$ cat src/rtl/custom_ip_pkg.sv
// Shared types and constants for the serial-nibble deserializer.
package custom_ip_pkg;
  typedef enum logic [1:0] {S_IDLE, S_ARMED, S_CAPTURE, S_CLOSE} deser_state_e;

  typedef struct packed {
    logic len;
    logic align;
    logic ovf;
  } deser_err_t;

  localparam logic [15:0] ZERO_VALUE = 16'h0000;
endpackage

$ cat src/rtl/custom_ip_deserializer_if.sv
// Serial input bus plus valid/ready word stream of the deserializer.
interface custom_ip_deserializer_if;
  logic        enable;
  logic [3:0]  data_in;
  logic        frame_start;
  logic        frame_end;
  logic        out_valid;
  logic        out_ready;
  logic [15:0] out_data;
  logic        out_last;

  modport master (output enable, data_in, frame_start, frame_end, out_ready,
                  input  out_valid, out_data, out_last);
  modport slave  (input  enable, data_in, frame_start, frame_end, out_ready,
                  output out_valid, out_data, out_last);
endinterface

$ cat src/rtl/custom_ip_deserializer_sync_fifo.sv
// Single-clock FIFO with registered full/empty; pushes to a full FIFO are dropped.
module sync_fifo #(
  parameter int WIDTH = 17,
  parameter int DEPTH = 16
) (
  input  logic             clk,
  input  logic             rst,
  input  logic             push,
  input  logic             pop,
  input  logic [WIDTH-1:0] wdata,
  output logic [WIDTH-1:0] rdata,
  output logic             full,
  output logic             empty
);
  localparam int AW = $clog2(DEPTH);
  localparam logic [AW:0] ONE = (AW+1)'(1);
  localparam logic [AW:0] CAP = (AW+1)'(DEPTH);

  logic [WIDTH-1:0] mem [DEPTH];
  logic [AW-1:0]    wptr, rptr;
  logic [AW:0]      cnt, cnt_nxt;
  logic             do_push, do_pop;

  assign do_push = push && !full;
  assign do_pop  = pop && !empty;
  assign rdata   = mem[rptr];

  always_comb begin
    cnt_nxt = cnt;
    if (do_push && !do_pop)      cnt_nxt = cnt + ONE;
    else if (!do_push && do_pop) cnt_nxt = cnt - ONE;
  end

  always_ff @(posedge clk) begin
    if (do_push) mem[wptr] <= wdata;
  end

  always_ff @(posedge clk) begin
    if (rst) begin
      wptr  <= '0;
      rptr  <= '0;
      cnt   <= '0;
      full  <= 1'b0;
      empty <= 1'b1;
    end else begin
      if (do_push) wptr <= wptr + AW'(1);
      if (do_pop)  rptr <= rptr + AW'(1);
      cnt   <= cnt_nxt;
      full  <= (cnt_nxt == CAP);
      empty <= (cnt_nxt == '0);
    end
  end
endmodule

$ cat src/rtl/custom_ip_deserializer.sv
// Reassembles 4-nibble groups into 16-bit words with frame/alignment checking.
// Define CUSTOM_IP_DESER_STATS_EN to build the good/errored frame counters.
module custom_ip_deserializer #(
  parameter int FRAME_GROUPS   = 324,
  parameter int OUT_FIFO_DEPTH = 16,
  parameter int START_TIMEOUT  = 16
) (
  input  logic        clk_fast,
  input  logic        rst,
  custom_ip_deserializer_if.slave bus,
  output logic        frame_done,
  output logic        frame_ok,
  output logic        err_len,
  output logic        err_align,
  output logic        err_ovf,
  input  logic        err_clr,
  output logic [15:0] stat_frames,
  output logic [15:0] stat_errors
);
  import custom_ip_pkg::*;

  localparam int GW = $clog2(FRAME_GROUPS + 1);
  localparam int TW = $clog2(START_TIMEOUT + 1);
  localparam logic [GW-1:0] FG      = GW'(FRAME_GROUPS);
  localparam logic [GW-1:0] FG_LAST = GW'(FRAME_GROUPS - 1);
  localparam logic [TW-1:0] TO_LAST = TW'(START_TIMEOUT - 1);

  deser_state_e  state;
  deser_err_t    err, set;
  logic          en_q, start_pend, frame_err;
  logic [1:0]    phase, phase_nxt, np;
  logic [7:0]    even, odd, even_nxt, odd_nxt;
  logic [GW-1:0] group_cnt, group_cnt_nxt;
  logic [TW-1:0] tmo_cnt;
  logic          sample, restart, ends, timeout, closing, word_done, in_range, push;
  logic          fifo_full, fifo_empty;
  logic [16:0]   fifo_rdata;

  always_comb begin
    restart   = (state == S_CAPTURE) && bus.frame_start && !bus.frame_end;
    sample    = en_q && (state == S_ARMED || (state == S_CAPTURE && !restart));
    ends      = sample && bus.frame_end;
    timeout   = (state == S_ARMED) && !en_q && (tmo_cnt == TO_LAST);
    closing   = ends || restart || timeout;
    // 3-p is ~p in two bits; the upper nibble bit positions are 4 higher
    np        = ~phase;
    even_nxt  = even;
    odd_nxt   = odd;
    even_nxt[{1'b1, np}] = bus.data_in[3];
    even_nxt[{1'b0, np}] = bus.data_in[2];
    odd_nxt[{1'b1, np}]  = bus.data_in[1];
    odd_nxt[{1'b0, np}]  = bus.data_in[0];
    phase_nxt = sample ? phase + 2'd1 : phase;
    word_done = sample && (phase == 2'd3);
    in_range  = (group_cnt < FG);
    group_cnt_nxt = (word_done && in_range) ? group_cnt + GW'(1) : group_cnt;
    push      = word_done && in_range && !fifo_full;
    set.ovf   = word_done && in_range && fifo_full;
    set.len   = (word_done && !in_range) || restart || timeout ||
                (ends && group_cnt_nxt != FG);
    set.align = (state == S_IDLE && en_q) ||
                (state == S_CAPTURE && !en_q && phase != 2'd0) ||
                (ends && phase_nxt != 2'd0);
  end

  always_ff @(posedge clk_fast) begin
    if (rst) begin
      state      <= S_IDLE;
      en_q       <= 1'b0;
      phase      <= '0;
      even       <= '0;
      odd        <= '0;
      group_cnt  <= '0;
      tmo_cnt    <= '0;
      err        <= '0;
      frame_err  <= 1'b0;
      frame_done <= 1'b0;
      frame_ok   <= 1'b0;
      start_pend <= 1'b0;
    end else begin
      en_q       <= bus.enable;
      frame_done <= 1'b0;
      err.len    <= set.len   | (err.len   & ~err_clr);
      err.align  <= set.align | (err.align & ~err_clr);
      err.ovf    <= set.ovf   | (err.ovf   & ~err_clr);
      if (sample) begin
        phase     <= phase_nxt;
        even      <= even_nxt;
        odd       <= odd_nxt;
        group_cnt <= group_cnt_nxt;
      end
      if (state != S_IDLE) frame_err <= frame_err | (|set);
      if (closing) begin
        frame_done <= 1'b1;
        frame_ok   <= !(frame_err | (|set));
        start_pend <= bus.frame_start;
      end
      case (state)
        S_IDLE: if (bus.frame_start) begin
          state   <= S_ARMED;
          tmo_cnt <= '0;
        end
        S_ARMED: begin
          if (ends || timeout) state <= S_CLOSE;
          else if (en_q)       state <= S_CAPTURE;
          else                 tmo_cnt <= tmo_cnt + TW'(1);
        end
        S_CAPTURE: if (closing) state <= S_CLOSE;
        default: begin
          // a start seen with or during the close re-arms immediately
          state      <= (start_pend || bus.frame_start) ? S_ARMED : S_IDLE;
          start_pend <= 1'b0;
          tmo_cnt    <= '0;
          phase      <= '0;
          even       <= '0;
          odd        <= '0;
          group_cnt  <= '0;
          frame_err  <= 1'b0;
        end
      endcase
    end
  end

  sync_fifo #(.WIDTH(17), .DEPTH(OUT_FIFO_DEPTH)) u_fifo (
    .clk   (clk_fast),
    .rst   (rst),
    .push  (push),
    .pop   (bus.out_ready),
    .wdata ({group_cnt == FG_LAST, odd_nxt, even_nxt}),
    .rdata (fifo_rdata),
    .full  (fifo_full),
    .empty (fifo_empty)
  );

  assign bus.out_valid = !fifo_empty;
  assign bus.out_data  = fifo_empty ? ZERO_VALUE : fifo_rdata[15:0];
  assign bus.out_last  = !fifo_empty && fifo_rdata[16];
  assign err_len       = err.len;
  assign err_align     = err.align;
  assign err_ovf       = err.ovf;

`ifdef CUSTOM_IP_DESER_STATS_EN
  always_ff @(posedge clk_fast) begin
    if (rst) begin
      stat_frames <= ZERO_VALUE;
      stat_errors <= ZERO_VALUE;
    end else if (frame_done) begin
      if (frame_ok) begin
        if (stat_frames != 16'hFFFF) stat_frames <= stat_frames + 16'd1;
      end else if (stat_errors != 16'hFFFF) begin
        stat_errors <= stat_errors + 16'd1;
      end
    end
  end
`else
  assign stat_frames = ZERO_VALUE;
  assign stat_errors = ZERO_VALUE;
`endif
endmodule

$ cat src/flat_wrapper.sv
// flat-port wrapper written by rule: the top's interface ports become plain ports
module custom_ip_deserializer_flat import custom_ip_pkg::*;
#(
  parameter int FRAME_GROUPS   = 324,
  parameter int OUT_FIFO_DEPTH = 16,
  parameter int START_TIMEOUT  = 16
)
  (clk_fast, rst, frame_done, frame_ok, err_len, err_align, err_ovf, err_clr, stat_frames, stat_errors, bus_enable, bus_data_in, bus_frame_start, bus_frame_end, bus_out_ready, bus_out_valid, bus_out_data, bus_out_last);
  custom_ip_deserializer_if bus_i ();
  input  logic clk_fast;
  input  logic rst;
  output logic frame_done;
  output logic frame_ok;
  output logic err_len;
  output logic err_align;
  output logic err_ovf;
  input  logic err_clr;
  output logic [15:0] stat_frames;
  output logic [15:0] stat_errors;
  input wire logic [$bits(bus_i.enable)-1:0] bus_enable;
  input wire logic [$bits(bus_i.data_in)-1:0] bus_data_in;
  input wire logic [$bits(bus_i.frame_start)-1:0] bus_frame_start;
  input wire logic [$bits(bus_i.frame_end)-1:0] bus_frame_end;
  input wire logic [$bits(bus_i.out_ready)-1:0] bus_out_ready;
  output wire logic [$bits(bus_i.out_valid)-1:0] bus_out_valid;
  output wire logic [$bits(bus_i.out_data)-1:0] bus_out_data;
  output wire logic [$bits(bus_i.out_last)-1:0] bus_out_last;
  assign bus_i.enable = bus_enable;
  assign bus_i.data_in = bus_data_in;
  assign bus_i.frame_start = bus_frame_start;
  assign bus_i.frame_end = bus_frame_end;
  assign bus_i.out_ready = bus_out_ready;
  assign bus_out_valid = bus_i.out_valid;
  assign bus_out_data = bus_i.out_data;
  assign bus_out_last = bus_i.out_last;
  custom_ip_deserializer #(.FRAME_GROUPS(FRAME_GROUPS), .OUT_FIFO_DEPTH(OUT_FIFO_DEPTH), .START_TIMEOUT(START_TIMEOUT)) u_core (.clk_fast(clk_fast), .rst(rst), .bus(bus_i), .frame_done(frame_done), .frame_ok(frame_ok), .err_len(err_len), .err_align(err_align), .err_ovf(err_ovf), .err_clr(err_clr), .stat_frames(stat_frames), .stat_errors(stat_errors));
endmodule
$ cat config.mk
export PLATFORM = sky130hd
export DESIGN_NAME = custom_ip_deserializer_flat
export DESIGN_NICKNAME = d
export VERILOG_FILES = /design/src/rtl/custom_ip_pkg.sv /design/src/rtl/custom_ip_deserializer_if.sv /design/src/rtl/custom_ip_deserializer_sync_fifo.sv /design/src/rtl/custom_ip_deserializer.sv /design/src/flat_wrapper.sv
export SDC_FILE = /design/constraint.sdc
export NUM_CORES = 1
export LEC_CHECK = 0
export BUFFER_PORTS_ARGS = -buffer_cell sky130_fd_sc_hd__buf_4
export CORE_MARGIN = 2
export CORE_UTILIZATION = 40
export CTS_CLUSTER_SIZE = 16
export DETAILED_ROUTE_END_ITERATION = 7
export GPL_TIMING_DRIVEN = 1
export PLACE_DENSITY = 0.55
export SETUP_SLACK_MARGIN = 0.02
export SLEW_MARGIN = 15
export SYNTH_ARGS = -nofsm -noshare
export SYNTH_HDL_FRONTEND = slang
export SYNTH_SLANG_ARGS = --single-unit
export TNS_END_PERCENT = 20
$ cat constraint.sdc
create_clock -name clk_fast -period 4.45 [get_ports clk_fast]
set_clock_uncertainty 0.2 [all_clocks]
set_input_delay 0.2225 -clock clk_fast [delete_from_list [all_inputs] [get_ports clk_fast]]
set_output_delay 0.2225 -clock clk_fast [all_outputs]
set_load 0.02 [all_outputs]
==> impl_metrics.yaml, run 1 <==
status:
  outcome: "finished clean"
power:
  intPower_w: 0.005909
  p_per_area_mw_per_mm2: 501.6
  power.leakage_nw: 5.297
  seq_power_share_pct: 46.1
  pwr-share-clk_pct: 37.3
  combPwrFrac_pct: 16.6
  switching_power_w: 0.002044
  peakVddDrop_mv: 0.2696
  swShare_pct: 25.70
  power_w: 0.007953
floorplanning:
  core_area_mm2: 0.03370
  dieArea_mm2: 0.03583
  fp.dieH_um: 189.3
  ios: 66
  fp.dieW_um: 189.3
  core.rowCount: 67
  initial_core_util_pct: 40.75
global_routing:
  first_global_vias: 7351
  grt_remaining_overflow: 0
  antenna_found_initial: 2
  track_usage_pct: 17.08
  grt_max_degree: 35
  grt_pass1_wl_um: 45520
logic_synthesis:
  synth.yosys.seq_area_share_pct: 68.37
  ys_ff_latch: 333
  ys.flop_type: "edfxtp_1"
  yosysWarnings: 0
  synth.top_cell.area_share_pct: 59.48
  synth.top_cells.by_area: "edfxtp_1, mux4_2, dfxtp_1"
  synth_area_mm2: 0.01373
  synth_edf_count: 272
  yosys.area.top_type: "edfxtp_1"
  synthesis.instances: 814
  netlist-cell-type-count: 57
  syn_avg_cell_area_um2: 16.87
  synth_async_sr_flop_share_pct: 0
  yosys-top-cells-count: "edfxtp_1, mux4_2, nor2_1"
  yosysMostFrequentCell: "edfxtp_1"
place:
  io_buffer_count: 33
  dp_cells: 1283
  dp_hpwl_um: 18280
  dpl_cell_area_mm2: 0.01460
  place.gp.congestion: 0.7629
  place_ws_ps: 887.3
setup_path:
  crit_fanout: 8
  r2r_end: "u_core.u_fifo.mem[8][14]"
  cp_cell_sequence: "or4_4 -> o221a_4 -> nor3_1 -> buf_4 -> nand2_1 -> nor2_2 -> buf_4"
  critPathMaxStageDelay_ps: 590
  r2r_setup_slack_ps: 860
  slowest_stage: "nor3_1"
  cp-endpoint: "u_core.u_fifo.mem[8][14]"
  r2r_start: "u_core.group_cnt[2]"
  crit_path_start_kind: "flop"
  endpoint_kind: "flop"
  critical_path_class: "reg -> reg"
  cp_data_required_time_ps: 4470
  arrival_ps: 3610
  startpoint: "u_core.group_cnt[2]"
  cpMostUsedCell: "buf_4"
  rr_worst_depth: 7
timing:
  slew_violations: 0
  worst_slew_pin_slew_ps: 840.4
  max_freq_mhz: 278.5
  fin_tns_setup_ps: 0
  rsz0062_at_grt: "no"
  finalHoldViolations: 0
  worst_slack_ps: 859.8
  slew_headroom_pct: 43.91
  setup_viol: 0
  timing.final.crit_share_pct: 80.68
  fin_crit_ps: 3590
cts:
  ctsHtreeMaxLevel: 2
  cts_buffers: 37
  cts_buffer_depth: 3
  clockRootBuffer: "clkbuf_16"
  post_cts_buffers: 0
  clock_sinks: 333
  cts_resized: 0
  hold_buffers: 7
  clkLatencyLatePin_ps: 510
  tritoncts: "done"
  clkSlewWorstSetupHoldPaths_ps: 50
routing:
  wirelength_um: 29910
  first_iter_violations: 571
  dr.pass1.iters: 5
  vias_per_cell: 5.282
  wire_per_inst_um: 22.05
  drc: 0
  antenna_left: 0
  vias: 7163
finish:
  syn_to_final_growth_pct: 15.45
  final_cells: 1356
  diodes: 0
  stdcell_area_mm2: 0.01586
  fillers: 2872
  nNetsFinal: 910
  layout-drive-gt1-share_pct: 26.76
worst_hold_path:
  hp-class: "in -> reg"
flow_run:
  cap_viol_max_count: 0
-- worst max-delay path, delay by kind of cell, from the launching register on --
kind,cells,cell delay (ps)
and+or+nand+nor,4,1880
buffers and inverters,2,550
DFF,1,360
AOI/OAI and AO/OA,1,300
-- metrics by stage --
| step | util (%) | hold WS [ps] |
|---|---|---|
| floorplan | - | 103.5 |
| global placement | 43.32 | 242.6 |
| detailed placement | 43.32 | 242.7 |
| CTS | 47.05 | 30.58 |
| global route | 47.05 | 80.60 |
| finish | 47.05 | 57.04 |
-- power by group through the flow --
| stage | Combinational [W] | Clock [W] | Sequential [W] |
|---|---|---|---|
| 2_1_floorplan | 0.000990 | 0 | 0.00368 |
| 3_3_place_gp | 0.00135 | 0 | 0.00373 |
| 3_5_place_dp | 0.00134 | 0 | 0.00373 |
| 4_1_cts | 0.00135 | 0.00304 | 0.00367 |
| 5_1_grt | 0.00146 | 0.00315 | 0.00368 |
| 6_report | 0.00132 | 0.00297 | 0.00367 |
-- area by class of cell --
class                   count  area [um^2]  area share [%]
multi-input cells         424         4059           25.60
repair buffers             68        590.6           3.725
inverters                  17        63.81          0.4025
clock inverters            20        196.4           1.239
well taps                 448        560.5           3.535
flip-flops and latches    333         9394           59.25
clock buffers              46        991.0           6.250
-- cells in the final DEF (no fill, tap or decap), types with 6 or more instances in the layout --
cell,Yosys,final
clkbuf_16,0,38
xor2_1,10,10
buf_4,32,56
nor2_2,0,12
edfxtp_1,272,272
nor2_1,84,72
conb_1,1,32
clkinv_1,0,10
nand2_1,28,28
a21oi_1,16,16
nand4_1,13,13
mux2_2,16,16
nor3_1,25,21
dlygate4sd3_1,0,7
clkbuf_1,26,7
nor2b_1,7,7
dfxtp_1,61,59
and2_1,18,18
ha_1,18,18
nand2b_1,6,6
mux4_2,85,85
xnor2_1,6,6
inv_1,17,17
-- logic make-up (layout without fill, tap and decap cells) --
group	after synthesis	after routing	synth area share (%)
buf+inv	88	151	3.316
xor+xnor	16	16	1.020
fa+ha+maj	18	18	1.640
mux	107	107	15.73
other cells	1	32	0.02731
simple gates	206	206	7.343
flops	333	333	68.37
compound gates	45	45	2.560
-- worst min path at each step --
stage	start	cells after the start	endpoint	slack [ps]
global placement	bus_enable	2	u_core.en_q	240
floorplan	rst	1	u_core.frame_done	100
CTS	bus_frame_end	4	u_core.frame_done	30
global route	bus_frame_end	4	u_core.frame_done	80
finish	bus_frame_end	4	u_core.frame_done	60
detailed placement	bus_enable	2	u_core.en_q	240
-- state kept, by name (all words and copies together), names as in the netlist, 2 cells and up, named ones only --
register            flops
u_core.even             8
u_core.group_cnt        9
u_core.odd              8
u_core.phase            2
u_core.state            2
u_core.tmo_cnt          5
u_core.u_fifo.cnt       5
u_core.u_fifo.mem     272
u_core.u_fifo.rptr      4
u_core.u_fifo.wptr      4
-- metal layers --
| layer | share of wire (%) | global-route usage [%] | vias up |
|---|---|---|---|
| met5 | 0 | 0 | - |
| met4 | 2.3 | 4.860 | 0 |
| met3 | 4.3 | 2.854 | 49 |
| met2 | 49 | 28.80 | 180 |
| met1 | 44 | 22.92 | 3700 |
| li1 | - | - | 3234 |
Note: power is estimated with default switching activity, not from simulation.
==> inputs of run 2 (changes only) <==
Settings changed: PLACE_DENSITY 0.55 to 0.57.
Clock period 4.45 ns to 2.99 ns, I/O delays scaled along.
==> run 2 against run 1 <==
Net effect: sequential power up 47%; clock power up 53%; sequential share of layout area down 1.3 points; core utilization up 1.1 points; cell area up 2.3%; die area unchanged; hold slack better by 7.9 ps; critical path type is now reg -> out; critical endpoint is now bus_out_data[10].
==> impl_metrics.yaml, run 2 (same netlist as run 1, synthesis figures left out) <==
status:
  outcome: "finished clean"
cts:
  cts_buffer_depth: 3
  cts_buffers: 36
  clock_sinks: 333
  clkSlewWorstSetupHoldPaths_ps: 60
  clkLatencyLatePin_ps: 510
  tritoncts: "done"
  clockRootBuffer: "clkbuf_16"
  ctsHtreeMaxLevel: 2
place:
  dp_hpwl_um: 17870
  dpl_cell_area_mm2: 0.01471
  place.gp.congestion: 0.7567
  io_buffer_count: 33
timing:
  setup_viol: 0
  slew_headroom_pct: 47.96
  max_freq_mhz: 341.9
  worst_slew_pin_slew_ps: 779.8
  fin_tns_setup_ps: 0
  rsz0062_at_grt: "yes"
  timing.final.crit_share_pct: 97.82
  finalHoldViolations: 0
  fin_crit_ps: 2925
  slew_violations: 0
finish:
  syn_to_final_growth_pct: 18.11
  nNetsFinal: 926
  final_cell_mix: "edfxtp_1, mux4_2, nor2_1"
  largest_reg_flops: 272
  final_common_cell: "edfxtp_1"
  diodes: 0
  layout-drive-gt1-share_pct: 28.39
  reg_top3: "u_core.u_fifo.mem: 272 flops, u_core.group_cnt: 9 flops"
  top_register: "u_core.u_fifo.mem"
  stdcell_area_mm2: 0.01622
setup_path:
  cp_data_required_time_ps: 2640
  critical_path_class: "reg -> out"
  endpoint_kind: "primary output"
  crit_fanout: 6
  crit_path_start_kind: "flop"
  arrival_ps: 2580
global_routing:
  grt_pass1_wl_um: 42840
  antenna_found_initial: 0
  grt_remaining_overflow: 0
  track_usage_pct: 15.53
  grt_max_degree: 69
  first_global_vias: 7328
flow_run:
  cap_viol_max_count: 0
power:
  p_per_area_mw_per_mm2: 755.1
  power.leakage_nw: 5.436
  power_w: 0.01225
  peakVddDrop_mv: 0.5078
routing:
  dr.pass1.iters: 4
  drc: 0
  wirelength_um: 28110
  vias_per_cell: 5.174
  wire_per_inst_um: 20.50
  antenna_left: 0
  first_iter_violations: 465
  vias: 7094
floorplanning:
  dieArea_mm2: 0.03583
  core_area_mm2: 0.03370
  fp.dieH_um: 189.3
  core.rowCount: 67
  ios: 66
  fp.dieW_um: 189.3
  initial_core_util_pct: 40.75
worst_hold_path:
  hp-class: "in -> reg"
==> run 2: cell count changes in the layout (fill, tap and decap cells not counted), sizes merged <==
cell         delta
clkinv          -4
clkbuf          +2
buf            +10
bufinv          +3
inv             +2
dlygate4sd3     +2
==> run 2: stage by stage <==
| step | instances | hold slack, ps | worst slack [ps] | util [%] |
|---|---|---|---|---|
| after floorplan | 845 | 30.51 | -210.2 | - |
| after global placement | 1289 | 164.9 | 187.3 | 43.64 |
| after detailed placement | 1289 | 167.6 | 168.6 | 43.64 |
| after CTS | 1362 | 57.97 | 8.557 | 47.57 |
| after global routing | 1371 | 115.7 | -0.7996 | 48.13 |
| final | 1371 | 64.93 | 65.16 | 48.13 |
==> run 2: path summary, 6_finish.rpt <==
check	from	endpoint	slack (ps)	depth (start not counted)
hold reg to reg	u_core.frame_err	u_core.frame_err	270	2
setup reg to reg	u_core.group_cnt[3]	u_core.u_fifo.mem[0][13]	190	7
setup / recovery	flop	bus_out_data[10]	70	6
hold / removal	bus_data_in[0]	u_core.u_fifo.mem[8][9]	60	2
==> run 2: cell type report <==
type                       count  area, um^2
clock inverter                21       274.0
fill                        2855       17480
multi-input combinational    424        4086
sequential                   333        9394
timing repair buffer          85       904.6
tap                          448       560.5
inverter                      17       63.81
clock buffer                  43       937.1
==> run 2: per-layer routing <==
layer  vias up  share of wire, %  track usage, %
li1       3274                 -               -
met1      3617                46           21.92
met2       152                47           24.57
met3        51               4.3           2.947
met4         0               2.2           4.681
met5         -                 0               0
==> run 2: power by group <==
group          internal [W]  switching (W)
combinational       0.00104        0.00126
clock               0.00277        0.00177
sequential          0.00532      0.0000936
==> run 2: worst max-delay path, cell delays in order, from the launching register on <==
cell and delay (ps):
dfxtp_4 380, buf_12 160, clkbuf_16 160, mux4_2 520
mux4_2 510, and2_1 180, buf_4 150
==> run 2: repair_timing <==
item	in CTS	in global routing
buffers inserted	0	3
gates resized for setup	6	1
endpoints found under the setup margin	17	17
gates cloned	0	6
hold buffers	9	0
endpoints found under the hold margin	32	0
